<file path="src/rtl/colour_conversion_pkg.sv">
// Shared types and fixed-point constants for the YUV->RGB pipe.
package colour_conversion_pkg;

    typedef enum logic [3:0] {
        S_IDLE,
        S_RD_Y,
        S_RD_U,
        S_RD_V,
        S_WAIT,
        S_CALC,
        S_WR0,
        S_WR1,
        S_WR2,
        S_DONE
    } state_t;

    // Which plane register a returning read word belongs to.
    typedef enum logic [1:0] {
        TAG_NONE,
        TAG_Y,
        TAG_U,
        TAG_V
    } tag_t;

    localparam int Q_SHIFT = 16;
    localparam logic signed [31:0] Q_ROUND   = 32'sd32768;
    localparam logic signed [31:0] UV_OFFSET = 32'sd128;

    // BT.601 studio range
    localparam logic signed [31:0] STUDIO_YOFF = 32'sd16;
    localparam logic signed [31:0] STUDIO_CY   = 32'sd76284;
    localparam logic signed [31:0] STUDIO_CRV  = 32'sd104595;
    localparam logic signed [31:0] STUDIO_CGU  = -32'sd25624;
    localparam logic signed [31:0] STUDIO_CGV  = -32'sd53281;
    localparam logic signed [31:0] STUDIO_CBU  = 32'sd132251;

    // Full range
    localparam logic signed [31:0] FULL_YOFF = 32'sd0;
    localparam logic signed [31:0] FULL_CY   = 32'sd65536;
    localparam logic signed [31:0] FULL_CRV  = 32'sd91881;
    localparam logic signed [31:0] FULL_CGU  = -32'sd22554;
    localparam logic signed [31:0] FULL_CGV  = -32'sd46802;
    localparam logic signed [31:0] FULL_CBU  = 32'sd116130;

    function automatic logic [7:0] clip_u8(input logic signed [31:0] x);
        if (x < 0)
            return 8'd0;
        else if (x > 32'sd255)
            return 8'd255;
        else
            return x[7:0];
    endfunction

endpackage

</file>
<file path="src/rtl/colour_conversion_pipe_if.sv">
// Word-memory bus of the colour conversion pipe: one read port, one write port.
interface colour_conversion_pipe_if #(
    parameter int ADDR_W = 18
);
    logic [ADDR_W-1:0] R_addr;
    logic [15:0]       R_data;
    logic [ADDR_W-1:0] W_addr;
    logic [15:0]       W_data;
    logic              Wrenb;

    modport master (
        output R_addr,
        input  R_data,
        output W_addr,
        output W_data,
        output Wrenb
    );

    modport slave (
        input  R_addr,
        output R_data,
        input  W_addr,
        input  W_data,
        input  Wrenb
    );
endinterface

</file>
<file path="src/rtl/colour_conversion_pixel_calc.sv">
// Combinational single-pixel YUV->RGB conversion in Q16 with clipping to 0..255.
module colour_conversion_pixel_calc
    import colour_conversion_pkg::*;
(
    input  logic [7:0] y,
    input  logic [7:0] u,
    input  logic [7:0] v,
    input  logic       mode,
    output logic [7:0] r,
    output logic [7:0] g,
    output logic [7:0] b
);
    logic signed [31:0] yoff, cy, crv, cgu, cgv, cbu;
    logic signed [31:0] ys, us, vs;
    logic signed [31:0] racc, gacc, bacc;

    // Coefficient select, offset removal, fixed-point sums and clipping.
    always_comb begin
        if (mode) begin
            yoff = FULL_YOFF;
            cy   = FULL_CY;
            crv  = FULL_CRV;
            cgu  = FULL_CGU;
            cgv  = FULL_CGV;
            cbu  = FULL_CBU;
        end else begin
            yoff = STUDIO_YOFF;
            cy   = STUDIO_CY;
            crv  = STUDIO_CRV;
            cgu  = STUDIO_CGU;
            cgv  = STUDIO_CGV;
            cbu  = STUDIO_CBU;
        end
        ys   = $signed({24'd0, y}) - yoff;
        us   = $signed({24'd0, u}) - UV_OFFSET;
        vs   = $signed({24'd0, v}) - UV_OFFSET;
        racc = (cy * ys + crv * vs + Q_ROUND) >>> Q_SHIFT;
        gacc = (cy * ys + cgu * us + cgv * vs + Q_ROUND) >>> Q_SHIFT;
        bacc = (cy * ys + cbu * us + Q_ROUND) >>> Q_SHIFT;
        r    = clip_u8(racc);
        g    = clip_u8(gacc);
        b    = clip_u8(bacc);
    end
endmodule

</file>
<file path="src/rtl/colour_conversion_pipe.sv">
// Frame-sequenced YUV->RGB converter: reads Y/U/V words per pixel pair, writes 3 packed RGB words.
module colour_conversion_pipe
    import colour_conversion_pkg::*;
#(
    parameter int ADDR_W      = 18,
    parameter int PIXEL_COUNT = 76800,
    parameter int Y_BASE      = 0,
    parameter int U_BASE      = 38400,
    parameter int V_BASE      = 76800,
    parameter int RGB_BASE    = 115200,
    parameter int RD_LAT      = 1
) (
    input  logic                     clk,
    input  logic                     rst,
    input  logic                     clear,
    input  logic                     start,
    input  logic                     mode,
    colour_conversion_pipe_if.master bus,
    output logic                     busy,
    output logic                     done
);
    localparam int NPAIR = PIXEL_COUNT / 2;
    localparam int K_W   = (NPAIR > 1) ? $clog2(NPAIR) : 1;

    localparam logic [K_W-1:0]    K_LAST     = K_W'(NPAIR - 1);
    localparam logic [2:0]        WAIT_LAST  = 3'(RD_LAT - 1);
    localparam logic [ADDR_W-1:0] Y_BASE_A   = ADDR_W'(Y_BASE);
    localparam logic [ADDR_W-1:0] U_BASE_A   = ADDR_W'(U_BASE);
    localparam logic [ADDR_W-1:0] V_BASE_A   = ADDR_W'(V_BASE);
    localparam logic [ADDR_W-1:0] RGB_BASE_A = ADDR_W'(RGB_BASE);

    state_t            state, state_n;
    logic [K_W-1:0]    k, k_n;
    logic [2:0]        wcnt;
    logic              mode_q;
    tag_t              tag_cur;
    tag_t              tags [RD_LAT];
    logic [15:0]       y_q, u_q, v_q;
    logic [7:0]        r0, g0, b0, r1, g1, b1;
    logic [7:0]        b0_q, r1_q, g1_q, b1_q;
    logic [ADDR_W-1:0] k_a, wbase;
    logic [ADDR_W-1:0] raddr_n, waddr_n;
    logic [15:0]       wdata_n;
    logic              wren_n, busy_n, done_n;

    colour_conversion_pixel_calc even_px (
        .y(y_q[15:8]), .u(u_q[15:8]), .v(v_q[15:8]), .mode(mode_q),
        .r(r0), .g(g0), .b(b0)
    );

    colour_conversion_pixel_calc odd_px (
        .y(y_q[7:0]), .u(u_q[7:0]), .v(v_q[7:0]), .mode(mode_q),
        .r(r1), .g(g1), .b(b1)
    );

    // Next state and pair counter.
    always_comb begin
        state_n = state;
        k_n     = k;
        if (clear) begin
            state_n = S_IDLE;
            k_n     = '0;
        end else begin
            case (state)
                S_IDLE: if (start) state_n = S_RD_Y;
                S_RD_Y: state_n = S_RD_U;
                S_RD_U: state_n = S_RD_V;
                S_RD_V: state_n = S_WAIT;
                S_WAIT: if (wcnt == WAIT_LAST) state_n = S_CALC;
                S_CALC: state_n = S_WR0;
                S_WR0:  state_n = S_WR1;
                S_WR1:  state_n = S_WR2;
                S_WR2: begin
                    if (k == K_LAST) begin
                        state_n = S_DONE;
                    end else begin
                        state_n = S_RD_Y;
                        k_n     = k + 1'b1;
                    end
                end
                S_DONE: begin
                    state_n = S_IDLE;
                    k_n     = '0;
                end
                default: state_n = S_IDLE;
            endcase
        end
    end

    // Registered outputs are computed from the next state so they line up with it.
    // R0/G0 go straight from the calculators into W_data on the CALC edge.
    always_comb begin
        k_a     = ADDR_W'(k_n);
        wbase   = RGB_BASE_A + k_a + k_a + k_a;
        raddr_n = bus.R_addr;
        waddr_n = bus.W_addr;
        wdata_n = bus.W_data;
        wren_n  = 1'b0;
        case (state_n)
            S_RD_Y: raddr_n = Y_BASE_A + k_a;
            S_RD_U: raddr_n = U_BASE_A + k_a;
            S_RD_V: raddr_n = V_BASE_A + k_a;
            S_WR0: begin
                wren_n  = 1'b1;
                waddr_n = wbase;
                wdata_n = {r0, g0};
            end
            S_WR1: begin
                wren_n  = 1'b1;
                waddr_n = wbase + ADDR_W'(1);
                wdata_n = {b0_q, r1_q};
            end
            S_WR2: begin
                wren_n  = 1'b1;
                waddr_n = wbase + ADDR_W'(2);
                wdata_n = {g1_q, b1_q};
            end
            default: ;
        endcase
        busy_n = !(state_n == S_IDLE || state_n == S_DONE);
        done_n = (state_n == S_DONE);
    end

    // Tag of the read word issued this cycle.
    always_comb begin
        tag_cur = TAG_NONE;
        case (state)
            S_RD_Y:  tag_cur = TAG_Y;
            S_RD_U:  tag_cur = TAG_U;
            S_RD_V:  tag_cur = TAG_V;
            default: ;
        endcase
    end

    // FSM state, counters, mode register and bus outputs.
    always_ff @(posedge clk or negedge rst) begin
        if (!rst) begin
            state      <= S_IDLE;
            k          <= '0;
            wcnt       <= '0;
            mode_q     <= 1'b0;
            bus.R_addr <= '0;
            bus.W_addr <= '0;
            bus.W_data <= '0;
            bus.Wrenb  <= 1'b0;
            busy       <= 1'b0;
            done       <= 1'b0;
        end else begin
            state      <= state_n;
            k          <= k_n;
            wcnt       <= (state == S_WAIT && state_n == S_WAIT) ? wcnt + 3'd1 : '0;
            if (state == S_IDLE && start && !clear)
                mode_q <= mode;
            bus.R_addr <= raddr_n;
            bus.W_addr <= waddr_n;
            bus.W_data <= wdata_n;
            bus.Wrenb  <= wren_n;
            busy       <= busy_n;
            done       <= done_n;
        end
    end

    // Latency tag pipeline, plane capture and result registers.
    always_ff @(posedge clk or negedge rst) begin
        if (!rst) begin
            for (int unsigned i = 0; i < RD_LAT; i++)
                tags[i] <= TAG_NONE;
            y_q  <= '0;
            u_q  <= '0;
            v_q  <= '0;
            b0_q <= '0;
            r1_q <= '0;
            g1_q <= '0;
            b1_q <= '0;
        end else if (clear) begin
            for (int unsigned i = 0; i < RD_LAT; i++)
                tags[i] <= TAG_NONE;
        end else begin
            tags[0] <= tag_cur;
            for (int unsigned i = 1; i < RD_LAT; i++)
                tags[i] <= tags[i-1];
            case (tags[RD_LAT-1])
                TAG_Y:   y_q <= bus.R_data;
                TAG_U:   u_q <= bus.R_data;
                TAG_V:   v_q <= bus.R_data;
                default: ;
            endcase
            if (state == S_CALC) begin
                b0_q <= b0;
                r1_q <= r1;
                g1_q <= g1;
                b1_q <= b1;
            end
        end
    end
endmodule

</file>
<file path="src/flat_wrapper.sv">
// flat-port wrapper written by rule: the top's interface ports become plain ports
module colour_conversion_pipe_flat import colour_conversion_pkg::*;
#(
    parameter int ADDR_W      = 18,
    parameter int PIXEL_COUNT = 76800,
    parameter int Y_BASE      = 0,
    parameter int U_BASE      = 38400,
    parameter int V_BASE      = 76800,
    parameter int RGB_BASE    = 115200,
    parameter int RD_LAT      = 1
)
  (clk, rst, clear, start, mode, busy, done, bus_R_addr, bus_R_data, bus_W_addr, bus_W_data, bus_Wrenb);
  colour_conversion_pipe_if #(.ADDR_W(ADDR_W)) bus_i ();
  input  logic clk;
  input  logic rst;
  input  logic clear;
  input  logic start;
  input  logic mode;
  output logic busy;
  output logic done;
  output wire logic [$bits(bus_i.R_addr)-1:0] bus_R_addr;
  input wire logic [$bits(bus_i.R_data)-1:0] bus_R_data;
  output wire logic [$bits(bus_i.W_addr)-1:0] bus_W_addr;
  output wire logic [$bits(bus_i.W_data)-1:0] bus_W_data;
  output wire logic [$bits(bus_i.Wrenb)-1:0] bus_Wrenb;
  assign bus_R_addr = bus_i.R_addr;
  assign bus_i.R_data = bus_R_data;
  assign bus_W_addr = bus_i.W_addr;
  assign bus_W_data = bus_i.W_data;
  assign bus_Wrenb = bus_i.Wrenb;
  colour_conversion_pipe #(.ADDR_W(ADDR_W), .PIXEL_COUNT(PIXEL_COUNT), .Y_BASE(Y_BASE), .U_BASE(U_BASE), .V_BASE(V_BASE), .RGB_BASE(RGB_BASE), .RD_LAT(RD_LAT)) u_core (.clk(clk), .rst(rst), .clear(clear), .start(start), .mode(mode), .bus(bus_i), .busy(busy), .done(done));
endmodule
</file>
<file path="config.mk">
export PLATFORM = sky130hd
export DESIGN_NAME = colour_conversion_pipe_flat
export DESIGN_NICKNAME = d
export VERILOG_FILES = /design/src/rtl/colour_conversion_pkg.sv /design/src/rtl/colour_conversion_pipe_if.sv /design/src/rtl/colour_conversion_pixel_calc.sv /design/src/rtl/colour_conversion_pipe.sv /design/src/flat_wrapper.sv
export SDC_FILE = /design/constraint.sdc
export NUM_CORES = 2
export LEC_CHECK = 0
export BUFFER_PORTS_ARGS = -buffer_cell sky130_fd_sc_hd__clkbuf_2
export CAP_MARGIN = 20
export CORE_ASPECT_RATIO = 2
export CORE_MARGIN = 10
export CORE_UTILIZATION = 55
export DETAILED_ROUTE_END_ITERATION = 6
export GPL_TIMING_DRIVEN = 1
export PLACE_DENSITY = 0.71
export SLEW_MARGIN = 20
export SYNTH_ARGS = -nofsm -noshare
export SYNTH_HDL_FRONTEND = slang
export SYNTH_SLANG_ARGS = --single-unit
</file>
<file path="constraint.sdc">
create_clock -name clk -period 14.2 [get_ports clk]
set_input_delay 2.84 -clock clk [delete_from_list [all_inputs] [get_ports clk]]
set_output_delay 2.84 -clock clk [all_outputs]
set_load 0.01 [all_outputs]
</file>
==> impl_results.rst <==
.. list-table::
   :header-rows: 1

   * - Metric
     - Value
   * - CP required
     - 14.61 ns
   * - Number of sinks driven by the clock tree
     - 161
   * - Ratio of final minimum period to clock period
     - 0.773
   * - Final Max Tran Viols
     - 0
   * - Post-cts resize count
     - 0
   * - Syn Inst Count
     - 5482
   * - Share of synthesized registers carrying an async set or reset
     - 1.00
   * - Net total in the final layout
     - 7434
   * - Cell type contributing the most total cell area after synthesis
     - sky130_fd_sc_hd__ha_1
   * - Via-to-Cell Ratio
     - 5.78
   * - Commonest non-fill, non-tap cells in the layout
     - 1197 x sky130_fd_sc_hd__inv_1, 1183 x sky130_fd_sc_hd__ha_1, 659 x sky130_fd_sc_hd__fa_1
   * - Adder and majority gate portion of the synthesized area
     - 0.551
   * - Proportion of synthesized chip area in sequential cells
     - 0.0793
   * - Sum of overflow across all layers after global routing
     - 0
   * - Yosys cell types
     - 86
   * - Setup Viol. Count Final
     - 0
   * - Top achievable clock speed
     - 0.0911 GHz
   * - Clock skew after layout
     - 0.0199 ns
   * - Worst stage delay on the critical path
     - 0.67 ns
   * - Total negative setup slack
     - 0 ns
   * - Post-synthesis to final-layout area growth
     - 5.08%
   * - Post-synthesis mux area share
     - 0.0137
   * - Headroom to the max-slew limit
     - 0.139
   * - Count of antenna diodes in the layout
     - 0
   * - Die span in y
     - 450 um
   * - Compound-gate portion of the synthesized area
     - 0.111
   * - Number of placement rows
     - 157
   * - Post-synthesis area per instance
     - 9.26 um2
   * - Quantity of I/O buffers inserted on ports
     - 75
   * - First-pass detailed-route iteration total
     - 5
   * - Number of buffers created by CTS
     - 17
   * - Netlist Area Pre-Place
     - 0.0508 mm2
   * - Half-perimeter wire length after detailed placement
     - 136 mm
   * - Drt total wl
     - 154 mm
   * - Number of hold violations in the final report
     - 0
   * - Top post-synthesis cells by area
     - sky130_fd_sc_hd__ha_1 29%, sky130_fd_sc_hd__fa_1 26%, sky130_fd_sc_hd__inv_1 8.8%, sky130_fd_sc_hd__dfrtp_1 7.9%, sky130_fd_sc_hd__xnor2_1 3.9%
   * - Mean routed wirelength per cell
     - 22.8 um
   * - Count of buffers added by post-CTS timing repair for setup
     - 0
   * - Unrepaired setup endpoints after global routing
     - false
   * - Type of the worst setup path
     - register to register
   * - Routability congestion estimate
     - 1.01
   * - Maximum fanout count along the critical path
     - 37
   * - Number of buffer and inverter instances along the worst setup path
     - 7
   * - Layout cells sized above 1
     - 0.0494
   * - Family of cells with the greatest summed delay on the critical path
     - compound AO/OA/AOI/OAI gates
   * - Most common flop cell mapped by yosys
     - sky130_fd_sc_hd__dfrtp_1
   * - Worst Max-Slew Pin Slew
     - 1.29 ns
   * - H-tree Lvls
     - 4
   * - DRT iter0 DRCs
     - 1835
   * - Final antenna-violating net count
     - 0
   * - IO Pins
     - 76
   * - Slowest cell on the critical path
     - sky130_fd_sc_hd__o311ai_1
   * - Number of max-cap violations
     - 0
   * - Clock transition at path regs
     - 0.08 ns
   * - Via count of the first global-routing pass
     - 42500
   * - Number of hold buffers added after cts
     - 0
   * - Root buffer cell
     - sky130_fd_sc_hd__clkbuf_16
   * - YS warnings
     - 0
   * - Number of synthesized register bits
     - 161
   * - Leading cell type in the layout, fill and taps excluded
     - sky130_fd_sc_hd__inv_1
   * - Total die area
     - 0.106 mm2
   * - Share of the synthesized area in the top cell type
     - 0.291
   * - Final critical path time including I/O delays and setup
     - 10.97 ns
   * - Clock Tree Buf Depth
     - 2
   * - Pin count of the biggest net entering global routing
     - 94
   * - Dominant combinational cell family by area after synthesis
     - adder cells
   * - GRT Resource Usage Total
     - 0.295
   * - Width of the die
     - 235 um
   * - Setup crit start kind
     - register
   * - Total DRC errors in the routed layout
     - 0
   * - Endpoint class of the critical path
     - register
   * - Number of enable flip-flop cells after synthesis
     - 0
   * - Area inside the core boundary
     - 0.0915 mm2
   * - Result of the run
     - finished, final reports clean
   * - Data arrival time of the worst path
     - 11.38 ns
   * - Via count
     - 39200
   * - Worst min-delay path class
     - register to register
   * - Clock latency on the worst-skew pair
     - 0.51 ns
   * - Clock tree from TritonCTS
     - done
   * - Initial standard-cell utilization of the core
     - 0.555
   * - Number of antenna violations at the first check in global routing
     - 0
   * - Post-synthesis simple-gate area fraction
     - 0.0903
   * - Parity-gate share of the synthesized area counting xor and xnor cells
     - 0.0606
   * - Wire length of the first global-routing pass
     - 237 mm
==> logic make-up (layout without fill, tap and decap cells) <==
group	after synthesis	in the layout
compound gates	849	849
xor+xnor	342	342
fa+ha+maj	1842	1842
buf+inv	1272	1342
flops	161	161
mux	63	63
other cells	2	34
simple gates	951	951
==> metal layers <==
| layer | vias to the layer above | routed length [um] | global-route usage |
|---|---|---|---|
| met3 | 620 | 5920 | 0.0351 |
| met1 | 19100 | 46200 | 0.253 |
| met2 | 1205 | 81800 | 0.550 |
| met4 | 0 | 20600 | 0.326 |
| met5 | - | 0 | 0 |
| li1 | 18200 | - | - |
==> sequential cells by signal (all words and copies together) (netlist names), 2 cells and up <==
name / cells
u_core.wcnt: 3
u_core.g1_q: 8
u_core.u_q: 16
u_core.bus.W_addr: 18
u_core.v_q: 16
u_core.r1_q: 8
u_core.b0_q: 8
u_core.y_q: 16
u_core.tags: 2
u_core.state: 4
u_core.b1_q: 8
u_core.k: 16
u_core.bus.W_data: 16
u_core.bus.R_addr: 18
==> worst reg2reg max path, delay by kind of cell, from the launching register on <==
family,cells,cell delay (ns)
XOR/XNOR,2,0.70
buffers and inverters,7,1.44
flip-flops,1,0.36
AND/OR/NAND/NOR,4,0.71
AO/OA/AOI/OAI,15,4.15
adder cells (fa/ha/maj),9,3.54
==> through the flow <==
| step | setup WS (ns) | util | hold slack, ns | cells | area (um2) |
|---|---|---|---|---|---|
| after floorplan | 4.17 | - | 0.432 | 5514 | 50900 |
| after global placement | 3.42 | 0.577 | 0.462 | 6743 | 52800 |
| after detailed placement | 3.29 | 0.577 | 0.470 | 6743 | 52800 |
| after CTS | 3.24 | 0.583 | 0.487 | 6775 | 53400 |
| after global routing | 2.41 | 0.583 | 0.498 | 6776 | 53400 |
| final | 3.23 | 0.583 | 0.479 | 6776 | 53400 |
==> cell usage after synthesis (30+ instances only) <==
cell type                     n
sky130_fd_sc_hd__inv_1     1197
sky130_fd_sc_hd__clkbuf_1    67
sky130_fd_sc_hd__a211oi_1    30
sky130_fd_sc_hd__o21ai_0    189
sky130_fd_sc_hd__nand2b_1    48
sky130_fd_sc_hd__or2_2       31
sky130_fd_sc_hd__nor2b_1     57
sky130_fd_sc_hd__nor2_1     287
sky130_fd_sc_hd__nand2_1    219
sky130_fd_sc_hd__xnor2_1    229
sky130_fd_sc_hd__a21oi_1    223
sky130_fd_sc_hd__fa_1       659
sky130_fd_sc_hd__and2_1      34
sky130_fd_sc_hd__o21a_1      45
sky130_fd_sc_hd__nor3_1      84
sky130_fd_sc_hd__dfrtp_1    161
sky130_fd_sc_hd__nand3_1     63
sky130_fd_sc_hd__a31oi_1     32
sky130_fd_sc_hd__xor2_1     107
sky130_fd_sc_hd__mux2_2      52
sky130_fd_sc_hd__ha_1      1183
sky130_fd_sc_hd__and3_1      36
sky130_fd_sc_hd__a21o_1      87
==> path summary, 6_finish.rpt <==
path	endpoint	startpoint	depth (start not counted)	slack [ns]
setup / recovery	u_core.bus.W_data[7]	u_core.mode_q	37	3.23
hold / removal	u_core.wcnt[0]	u_core.wcnt[0]	1	0.48
setup reg to reg	u_core.bus.W_data[7]	u_core.mode_q	37	3.23
hold reg to reg	u_core.wcnt[0]	u_core.wcnt[0]	1	0.48
max in group asynchronous	u_core.g1_q[2]	rst	2	10.21
min in group asynchronous	u_core.bus.R_addr[3]	rst	1	2.44
==> area by class of cell <==
| class | count | area [um2] |
|---|---|---|
| Fill cell | 8287 | 38200 |
| Timing Repair Buffer | 111 | 652 |
| Sequential cell | 161 | 4030 |
| Multi-Input combinational cell | 4081 | 42100 |
| Clock inverter | 14 | 135 |
| Inverter | 1199 | 4500 |
| Clock buffer | 18 | 439 |
| Tap cell | 1192 | 1490 |
Power is left out: the tool's default activity adds up to more than one toggle a clock period on the data nets, which glitch-free logic cannot reach.
